--- src/rtl/ladybird_csr_access_if.sv ---
// Request, response and CSR-file signals of the CSR access unit.
// slave: the access unit's view; master: the core / CSR-file side.
interface ladybird_csr_access_if #(
    parameter int XLEN = 32
);
    // request channel
    logic            req_valid;
    logic            req_ready;
    logic [2:0]      req_funct3;
    logic [11:0]     req_addr;
    logic [4:0]      req_rs1_idx;
    logic [XLEN-1:0] req_rs1_data;
    logic [4:0]      req_rd;
    // response channel
    logic            resp_valid;
    logic            resp_ready;
    logic [XLEN-1:0] resp_data;
    logic [4:0]      resp_rd;
    logic            resp_illegal;
    logic            retire;
    // CSR-file port
    logic            csr_valid;
    logic [2:0]      csr_op;
    logic [11:0]     csr_addr;
    logic [XLEN-1:0] csr_wdata;
    logic [XLEN-1:0] csr_rdata;

    modport slave (
        input  req_valid, req_funct3, req_addr, req_rs1_idx, req_rs1_data, req_rd,
        output req_ready,
        input  resp_ready,
        output resp_valid, resp_data, resp_rd, resp_illegal, retire,
        output csr_valid, csr_op, csr_addr, csr_wdata,
        input  csr_rdata
    );

    modport master (
        output req_valid, req_funct3, req_addr, req_rs1_idx, req_rs1_data, req_rd,
        input  req_ready,
        output resp_ready,
        input  resp_valid, resp_data, resp_rd, resp_illegal, retire,
        input  csr_valid, csr_op, csr_addr, csr_wdata,
        output csr_rdata
    );
endinterface

--- src/rtl/ladybird_csr_access.sv ---
// CSR access unit: takes one CSR instruction at a time, checks privilege
// and read-only rules, drives a single write-enable cycle into the CSR file
// and returns the old CSR value. IDLE -> ACCESS -> RESP -> IDLE.
module ladybird_csr_access #(
    parameter int XLEN = 32
) (
    input  logic                  clk,
    input  logic                  nrst,
    input  logic [1:0]            priv_mode,
    input  logic                  flush,
    ladybird_csr_access_if.slave  bus
);

    typedef enum logic [1:0] {
        IDLE   = 2'd0,
        ACCESS = 2'd1,
        RESP   = 2'd2
    } state_e;

    state_e          state_q;
    logic            rdy_q;       // req_ready before flush gating
    logic            wr_q;        // write enable for the ACCESS cycle
    logic            ill_q;       // request judged illegal at acceptance
    logic [11:0]     addr_q;
    logic [2:0]      op_q;
    logic [XLEN-1:0] wdata_q;
    logic [4:0]      rd_q;
    logic            rvld_q;
    logic [XLEN-1:0] rdata_q;
    logic [4:0]      rrd_q;
    logic            rill_q;

    logic            wr_intent;
    logic            illegal;
    logic [XLEN-1:0] operand;
    logic            acc;
    logic            resp_hs;

    // Decode the incoming request: write intent, legality and write operand.
    always_comb begin
        wr_intent = 1'b0;
        illegal   = 1'b0;
        operand   = bus.req_rs1_data;
        // RW/RWI always write; set/clear forms write only with a nonzero source
        if (bus.req_funct3[1:0] == 2'b01)
            wr_intent = 1'b1;
        else if (bus.req_funct3[1:0] != 2'b00)
            wr_intent = (bus.req_rs1_idx != 5'd0);
        if (bus.req_funct3[1:0] == 2'b00)
            illegal = 1'b1;
        if (bus.req_addr[9:8] > priv_mode)
            illegal = 1'b1;
        if ((bus.req_addr[11:10] == 2'b11) && wr_intent)
            illegal = 1'b1;
        // immediate forms carry the zimm in the rs1 index field
        if (bus.req_funct3[2])
            operand = {{(XLEN-5){1'b0}}, bus.req_rs1_idx};
    end

    // flush blocks both the request and the response handshakes that cycle
    assign acc     = bus.req_valid & rdy_q & ~flush;
    assign resp_hs = rvld_q & bus.resp_ready & ~flush;

    // Access FSM with all outputs registered; reset drops any in-flight access.
    always_ff @(posedge clk or negedge nrst) begin
        if (!nrst) begin
            state_q <= IDLE;
            rdy_q   <= 1'b0;
            wr_q    <= 1'b0;
            ill_q   <= 1'b0;
            addr_q  <= '0;
            op_q    <= '0;
            wdata_q <= '0;
            rd_q    <= '0;
            rvld_q  <= 1'b0;
            rdata_q <= '0;
            rrd_q   <= '0;
            rill_q  <= 1'b0;
        end else begin
            case (state_q)
                IDLE: begin
                    rdy_q <= 1'b1;
                    if (acc) begin
                        addr_q  <= bus.req_addr;
                        op_q    <= bus.req_funct3;
                        wdata_q <= operand;
                        rd_q    <= bus.req_rd;
                        ill_q   <= illegal;
                        wr_q    <= wr_intent & ~illegal;
                        rdy_q   <= 1'b0;
                        state_q <= ACCESS;
                    end
                end
                ACCESS: begin
                    wr_q <= 1'b0;
                    if (flush) begin
                        rdy_q   <= 1'b1;
                        state_q <= IDLE;
                    end else begin
                        // old value is captured for reads and writes alike
                        rdata_q <= ill_q ? '0 : bus.csr_rdata;
                        rrd_q   <= rd_q;
                        rill_q  <= ill_q;
                        rvld_q  <= 1'b1;
                        state_q <= RESP;
                    end
                end
                RESP: begin
                    if (flush || resp_hs) begin
                        rvld_q  <= 1'b0;
                        rdy_q   <= 1'b1;
                        state_q <= IDLE;
                    end
                end
                default: begin
                    wr_q    <= 1'b0;
                    rvld_q  <= 1'b0;
                    rdy_q   <= 1'b1;
                    state_q <= IDLE;
                end
            endcase
        end
    end

    assign bus.req_ready    = rdy_q & ~flush;
    assign bus.csr_valid    = wr_q & ~flush;
    assign bus.csr_op       = op_q;
    assign bus.csr_addr     = addr_q;
    assign bus.csr_wdata    = wdata_q;
    assign bus.resp_valid   = rvld_q & ~flush;
    assign bus.resp_data    = rdata_q;
    assign bus.resp_rd      = rrd_q;
    assign bus.resp_illegal = rill_q;
    assign bus.retire       = resp_hs & ~rill_q;

endmodule
--- src/flat_wrapper.sv ---
// flat-port wrapper written by rule: the top's interface ports become plain ports
module ladybird_csr_access_flat 
#(
    parameter int XLEN = 32
)
  (clk, nrst, priv_mode, flush, bus_req_valid, bus_req_funct3, bus_req_addr, bus_req_rs1_idx, bus_req_rs1_data, bus_req_rd, bus_req_ready, bus_resp_ready, bus_resp_valid, bus_resp_data, bus_resp_rd, bus_resp_illegal, bus_retire, bus_csr_valid, bus_csr_op, bus_csr_addr, bus_csr_wdata, bus_csr_rdata);
  ladybird_csr_access_if #(.XLEN(XLEN)) bus_i ();
  input  logic clk;
  input  logic nrst;
  input  logic [1:0] priv_mode;
  input  logic flush;
  input wire logic [$bits(bus_i.req_valid)-1:0] bus_req_valid;
  input wire logic [$bits(bus_i.req_funct3)-1:0] bus_req_funct3;
  input wire logic [$bits(bus_i.req_addr)-1:0] bus_req_addr;
  input wire logic [$bits(bus_i.req_rs1_idx)-1:0] bus_req_rs1_idx;
  input wire logic [$bits(bus_i.req_rs1_data)-1:0] bus_req_rs1_data;
  input wire logic [$bits(bus_i.req_rd)-1:0] bus_req_rd;
  output wire logic [$bits(bus_i.req_ready)-1:0] bus_req_ready;
  input wire logic [$bits(bus_i.resp_ready)-1:0] bus_resp_ready;
  output wire logic [$bits(bus_i.resp_valid)-1:0] bus_resp_valid;
  output wire logic [$bits(bus_i.resp_data)-1:0] bus_resp_data;
  output wire logic [$bits(bus_i.resp_rd)-1:0] bus_resp_rd;
  output wire logic [$bits(bus_i.resp_illegal)-1:0] bus_resp_illegal;
  output wire logic [$bits(bus_i.retire)-1:0] bus_retire;
  output wire logic [$bits(bus_i.csr_valid)-1:0] bus_csr_valid;
  output wire logic [$bits(bus_i.csr_op)-1:0] bus_csr_op;
  output wire logic [$bits(bus_i.csr_addr)-1:0] bus_csr_addr;
  output wire logic [$bits(bus_i.csr_wdata)-1:0] bus_csr_wdata;
  input wire logic [$bits(bus_i.csr_rdata)-1:0] bus_csr_rdata;
  assign bus_i.req_valid = bus_req_valid;
  assign bus_i.req_funct3 = bus_req_funct3;
  assign bus_i.req_addr = bus_req_addr;
  assign bus_i.req_rs1_idx = bus_req_rs1_idx;
  assign bus_i.req_rs1_data = bus_req_rs1_data;
  assign bus_i.req_rd = bus_req_rd;
  assign bus_req_ready = bus_i.req_ready;
  assign bus_i.resp_ready = bus_resp_ready;
  assign bus_resp_valid = bus_i.resp_valid;
  assign bus_resp_data = bus_i.resp_data;
  assign bus_resp_rd = bus_i.resp_rd;
  assign bus_resp_illegal = bus_i.resp_illegal;
  assign bus_retire = bus_i.retire;
  assign bus_csr_valid = bus_i.csr_valid;
  assign bus_csr_op = bus_i.csr_op;
  assign bus_csr_addr = bus_i.csr_addr;
  assign bus_csr_wdata = bus_i.csr_wdata;
  assign bus_i.csr_rdata = bus_csr_rdata;
  ladybird_csr_access #(.XLEN(XLEN)) u_core (.clk(clk), .nrst(nrst), .priv_mode(priv_mode), .flush(flush), .bus(bus_i));
endmodule
--- config.mk ---
export PLATFORM = sky130hd
export DESIGN_NAME = ladybird_csr_access_flat
export DESIGN_NICKNAME = d
export VERILOG_FILES = /design/src/rtl/ladybird_csr_access_if.sv /design/src/rtl/ladybird_csr_access.sv /design/src/flat_wrapper.sv
export SDC_FILE = /design/constraint.sdc
export NUM_CORES = 1
export LEC_CHECK = 0
export BUFFER_PORTS_ARGS = -buffer_cell sky130_fd_sc_hd__buf_2
export CAP_MARGIN = 25
export CORE_MARGIN = 1.5
export CORE_UTILIZATION = 51
export DETAILED_ROUTE_END_ITERATION = 7
export PLACE_DENSITY = 0.86
export SETUP_SLACK_MARGIN = 0.5
export SLEW_MARGIN = 25
export SYNTH_ARGS = -nofsm -noshare
export SYNTH_HDL_FRONTEND = slang
export SYNTH_SLANG_ARGS = --single-unit
--- constraint.sdc ---
create_clock -name clk -period 3.5 [get_ports clk]
set_clock_uncertainty 0.2 [all_clocks]
set_input_delay 0.525 -clock clk [delete_from_list [all_inputs] [get_ports clk]]
set_output_delay 0.525 -clock clk [all_outputs]
set_load 0.02 [all_outputs]
==> results by group <==
Placed design
  – DP Worst Slack: 1.20 ns
  – Placed cell areas: 5100 um^2
  – IO Port Bufs: 184
  – Detailed Place HPWL: 6630 um
  – Placed Cells incl. Taps: 634
  – GPL Wtd Cong: 0.809

Hold path
  – Hold Crit Class: input pin to async pin

Power and ir drop
  – Overall power: 3.41 mW
  – P per Cell Area: 641 nW/um^2
  – VDD IR max: 350 uV
  – Leakage power: 2.76 nW

Setup path
  – Critical Path AT: 2.11 ns
  – Worst reg2reg path endpoint: u_core.rd_q[0]
  – Critical Path Slowest Stage Cell: nor2_4
  – Max stage delay on crit path: 0.65 ns
  – Worst path cell trace: buf_4, nor2_4, mux2_2
  – CP max FO: 59
  – Reg2Reg Setup Slack: 1.43 ns
  – CP Class: flop to flop
  – Worst r2r src: u_core.state_q[0]
  – Required @ worst endpoint: 3.53 ns
  – CP Launch Type: flop
  – Worst Setup End Kind: flop
  – R2r worst-path depth: 3

Logic synthesis
  – Most used DFF post-synth: dfrtp_1
  – Yosys top cell by area: dfrtp_1
  – Cells after Synth: 375
  – Post-Syn Area: 4140 um^2
  – Top-area cell type share of the netlist area: 58.0%
  – Yosys warnings: 0
  – Distinct cells, synth: 29
  – Most numerous cell in the Yosys netlist: dfrtp_1
  – Average size of a mapped cell: 11.0 um^2
  – Yosys reg bits: 96
  – Post-synth EDFFs: 0
  – Sequential cell area fraction in the yosys report: 58.0%
  – Syn nets: 473
  – Top cells by count, synth: dfrtp_1 (96), o21ai_0 (60), nand2_1 (35)
  – Post-synth ARST share: 100%
  – Top cells by area, synth: dfrtp_1 (58%), mux2_2 (8.2%), o21ai_0 (7.3%)

Timing
  – Hold WS: -0.0176 ns
  – Final Hold Viols: 9
  – RSZ-0062 raised after global routing: false
  – Crit path time final: 2.07 ns
  – Worst-Margin Slew: 0.850 ns
  – Setup_tns: 0 ns
  – Final Max Slew Viols: 0
  – Slew headroom: 43.4%
  – Fin crit share: 59.3%
  – Final setup violating endpoints: 0
  – Max Freq: 482 MHz
  – Setup ws final: 1.43 ns

Global route
  – First-pass GRT wire length: 15200 um
  – Overflow after GRT: 0
  – Initial antenna violation count: 0
  – GRT Total Usage: 22.3%
  – Vias in the first global route: 3154
  – Pin count of the biggest net entering global routing: 72

Die
  – Die Y: 93.1 um
  – Initial Utilization: 53.0%
  – Row count: 32
  – DIE AREA: 8670 um^2
  – I/O Pins: 185
  – Core Box Area: 7810 um^2
  – Die X-Extent: 93.1 um

Final layout
  – Final Cell Area: 5320 um^2
  – # diodes: 0
  – Fraction of layout cells with a size suffix above 1: 43.4%
  – Non-Filler Instances: 650
  – Nets@finish: 641
  – Area Overhead vs Synth: 28.4%

Run
  – Max_cap viols: 0

Clock network
  – Hold buffer count at cts: 0
  – CTS root buffer: clkbuf_8
  – CTS Buffer Depth: 2
  – TritonCTS clock tree: done
  – Later-pin clock latency in the skew report: 0.35 ns
  – Clk sinks: 96
  – Cts bufs inserted: 9
  – Setup bufs post-CTS: 0
  – H-Tree Depth: 3
  – Post-cts sizing count: 0
  – Worst-path clk slew: 0.10 ns

Route
  – Routed WL per cell: 14.5 um
  – Final wirelength: 9410 um
  – Detail Route Antenna Nets: 0
  – Number of iterations in the first detailed-routing pass: 4
  – DRT iter0 DRCs: 133
  – Via count: 3376
  – Routed vias/inst: 5.19
  – Residual DRC: 0

Run status
  – Outcome: finished, violations left
  – Failing checks: hold timing
[worst max-delay path, delay by kind of cell, from the launching register on]
| family | cells | cell delay (ns) |
|---|---|---|
| AND/OR/NAND/NOR | 1 | 0.65 |
| buffers and inverters | 1 | 0.29 |
| multiplexers | 1 | 0.42 |
| flip-flops | 1 | 0.39 |
[cells by family after synthesis]
family	Yosys count	share of synthesized area, %
AOI/OAI and AO/OA	96	14.7
adders and majority gates	2	0.604
buffers and inverters	63	6.01
DFF	96	58.0
muxes	36	9.79
and+or+nand+nor	82	10.9
[metal layers]
layer | wire length, um | up-vias | global-route usage [%] | part of all wire, %
met1 | 4050 | 1608 | 30.0 | 43
met2 | 4600 | 132 | 35.2 | 49
li1 | - | 1620 | - | -
met5 | 0 | - | 0 | 0
met4 | 223 | 0 | 10.4 | 2.4
met3 | 548 | 16 | 4.07 | 5.8
[final cells by class]
class                           instances  area, um^2
Multi-Input combinational cell        216        1490
Clock inverter                          5        61.3
Fill cell                             614        2490
Clock buffer                           11         151
Tap cell                              102         128
Inverter                               33         124
Timing Repair Buffer                  187         958
Sequential cell                        96        2400
[report_power, final]
part	leakage, nW	switching, mW	internal, mW	total, mW
sequential	1.22	0.164	1.39	1.55
combinational	1.43	0.663	0.432	1.10
clock	0.111	0.387	0.376	0.764
total	2.76	1.21	2.20	3.41
[metrics by stage]
stage / hold slack [ns] / utilization (%)
CTS: 0.00326 / 68.1
finish: -0.0176 / 68.1
detailed placement: 0.266 / 65.4
global route: 0.0296 / 68.1
floorplan: 0.0294 / -
global placement: 0.258 / 65.4
[worst max path at each step]
stage / from / end / depth (start not counted) / slack (ns)
after detailed placement: flush / u_core.bus.csr_addr[1] / 4 / 1.20
after CTS: u_core.state_q[0] / u_core.rd_q[0] / 3 / 1.40
after global routing: u_core.state_q[0] / u_core.rd_q[0] / 3 / 1.30
after global placement: flush / u_core.bus.resp_rd[3] / 3 / 1.12
after floorplan: flush / bus_retire / 2 / 1.29
final: u_core.state_q[0] / u_core.rd_q[0] / 3 / 1.43
[layout by cell type, fill, tap and decap left out]
cell type,count
nand2_1,35
a41oi_1,2
inv_6,3
or3b_4,1
clkbuf_8,11
nand4bb_4,1
nor4b_1,1
o211a_1,1
ha_1,2
buf_4,3
buf_12,1
a31o_2,1
buf_2,183
mux2_1,6
nor2_4,1
nor2b_1,5
bufinv_16,1
inv_1,33
a21oi_1,2
o21ai_0,60
o41ai_1,27
nor2_1,2
dfrtp_1,96
mux2_2,30
and3_1,1
or2_2,1
nand2b_1,33
o21bai_1,1
or4_1,1
clkinv_2,1
a31oi_1,1
o32a_1,1
[state kept, by name (all words and copies together) (netlist names)]
name,cells
u_core.bus.csr_wdata,32
u_core.bus.resp_rd,5
u_core.rvld_q,1
u_core.rdy_q,1
u_core.bus.csr_addr,12
u_core.bus.resp_illegal,1
u_core.bus.csr_op,3
u_core.state_q,2
u_core.ill_q,1
u_core.bus.resp_data,32
u_core.wr_q,1
u_core.rd_q,5
No activity file was read; power rests on OpenSTA's default activity.
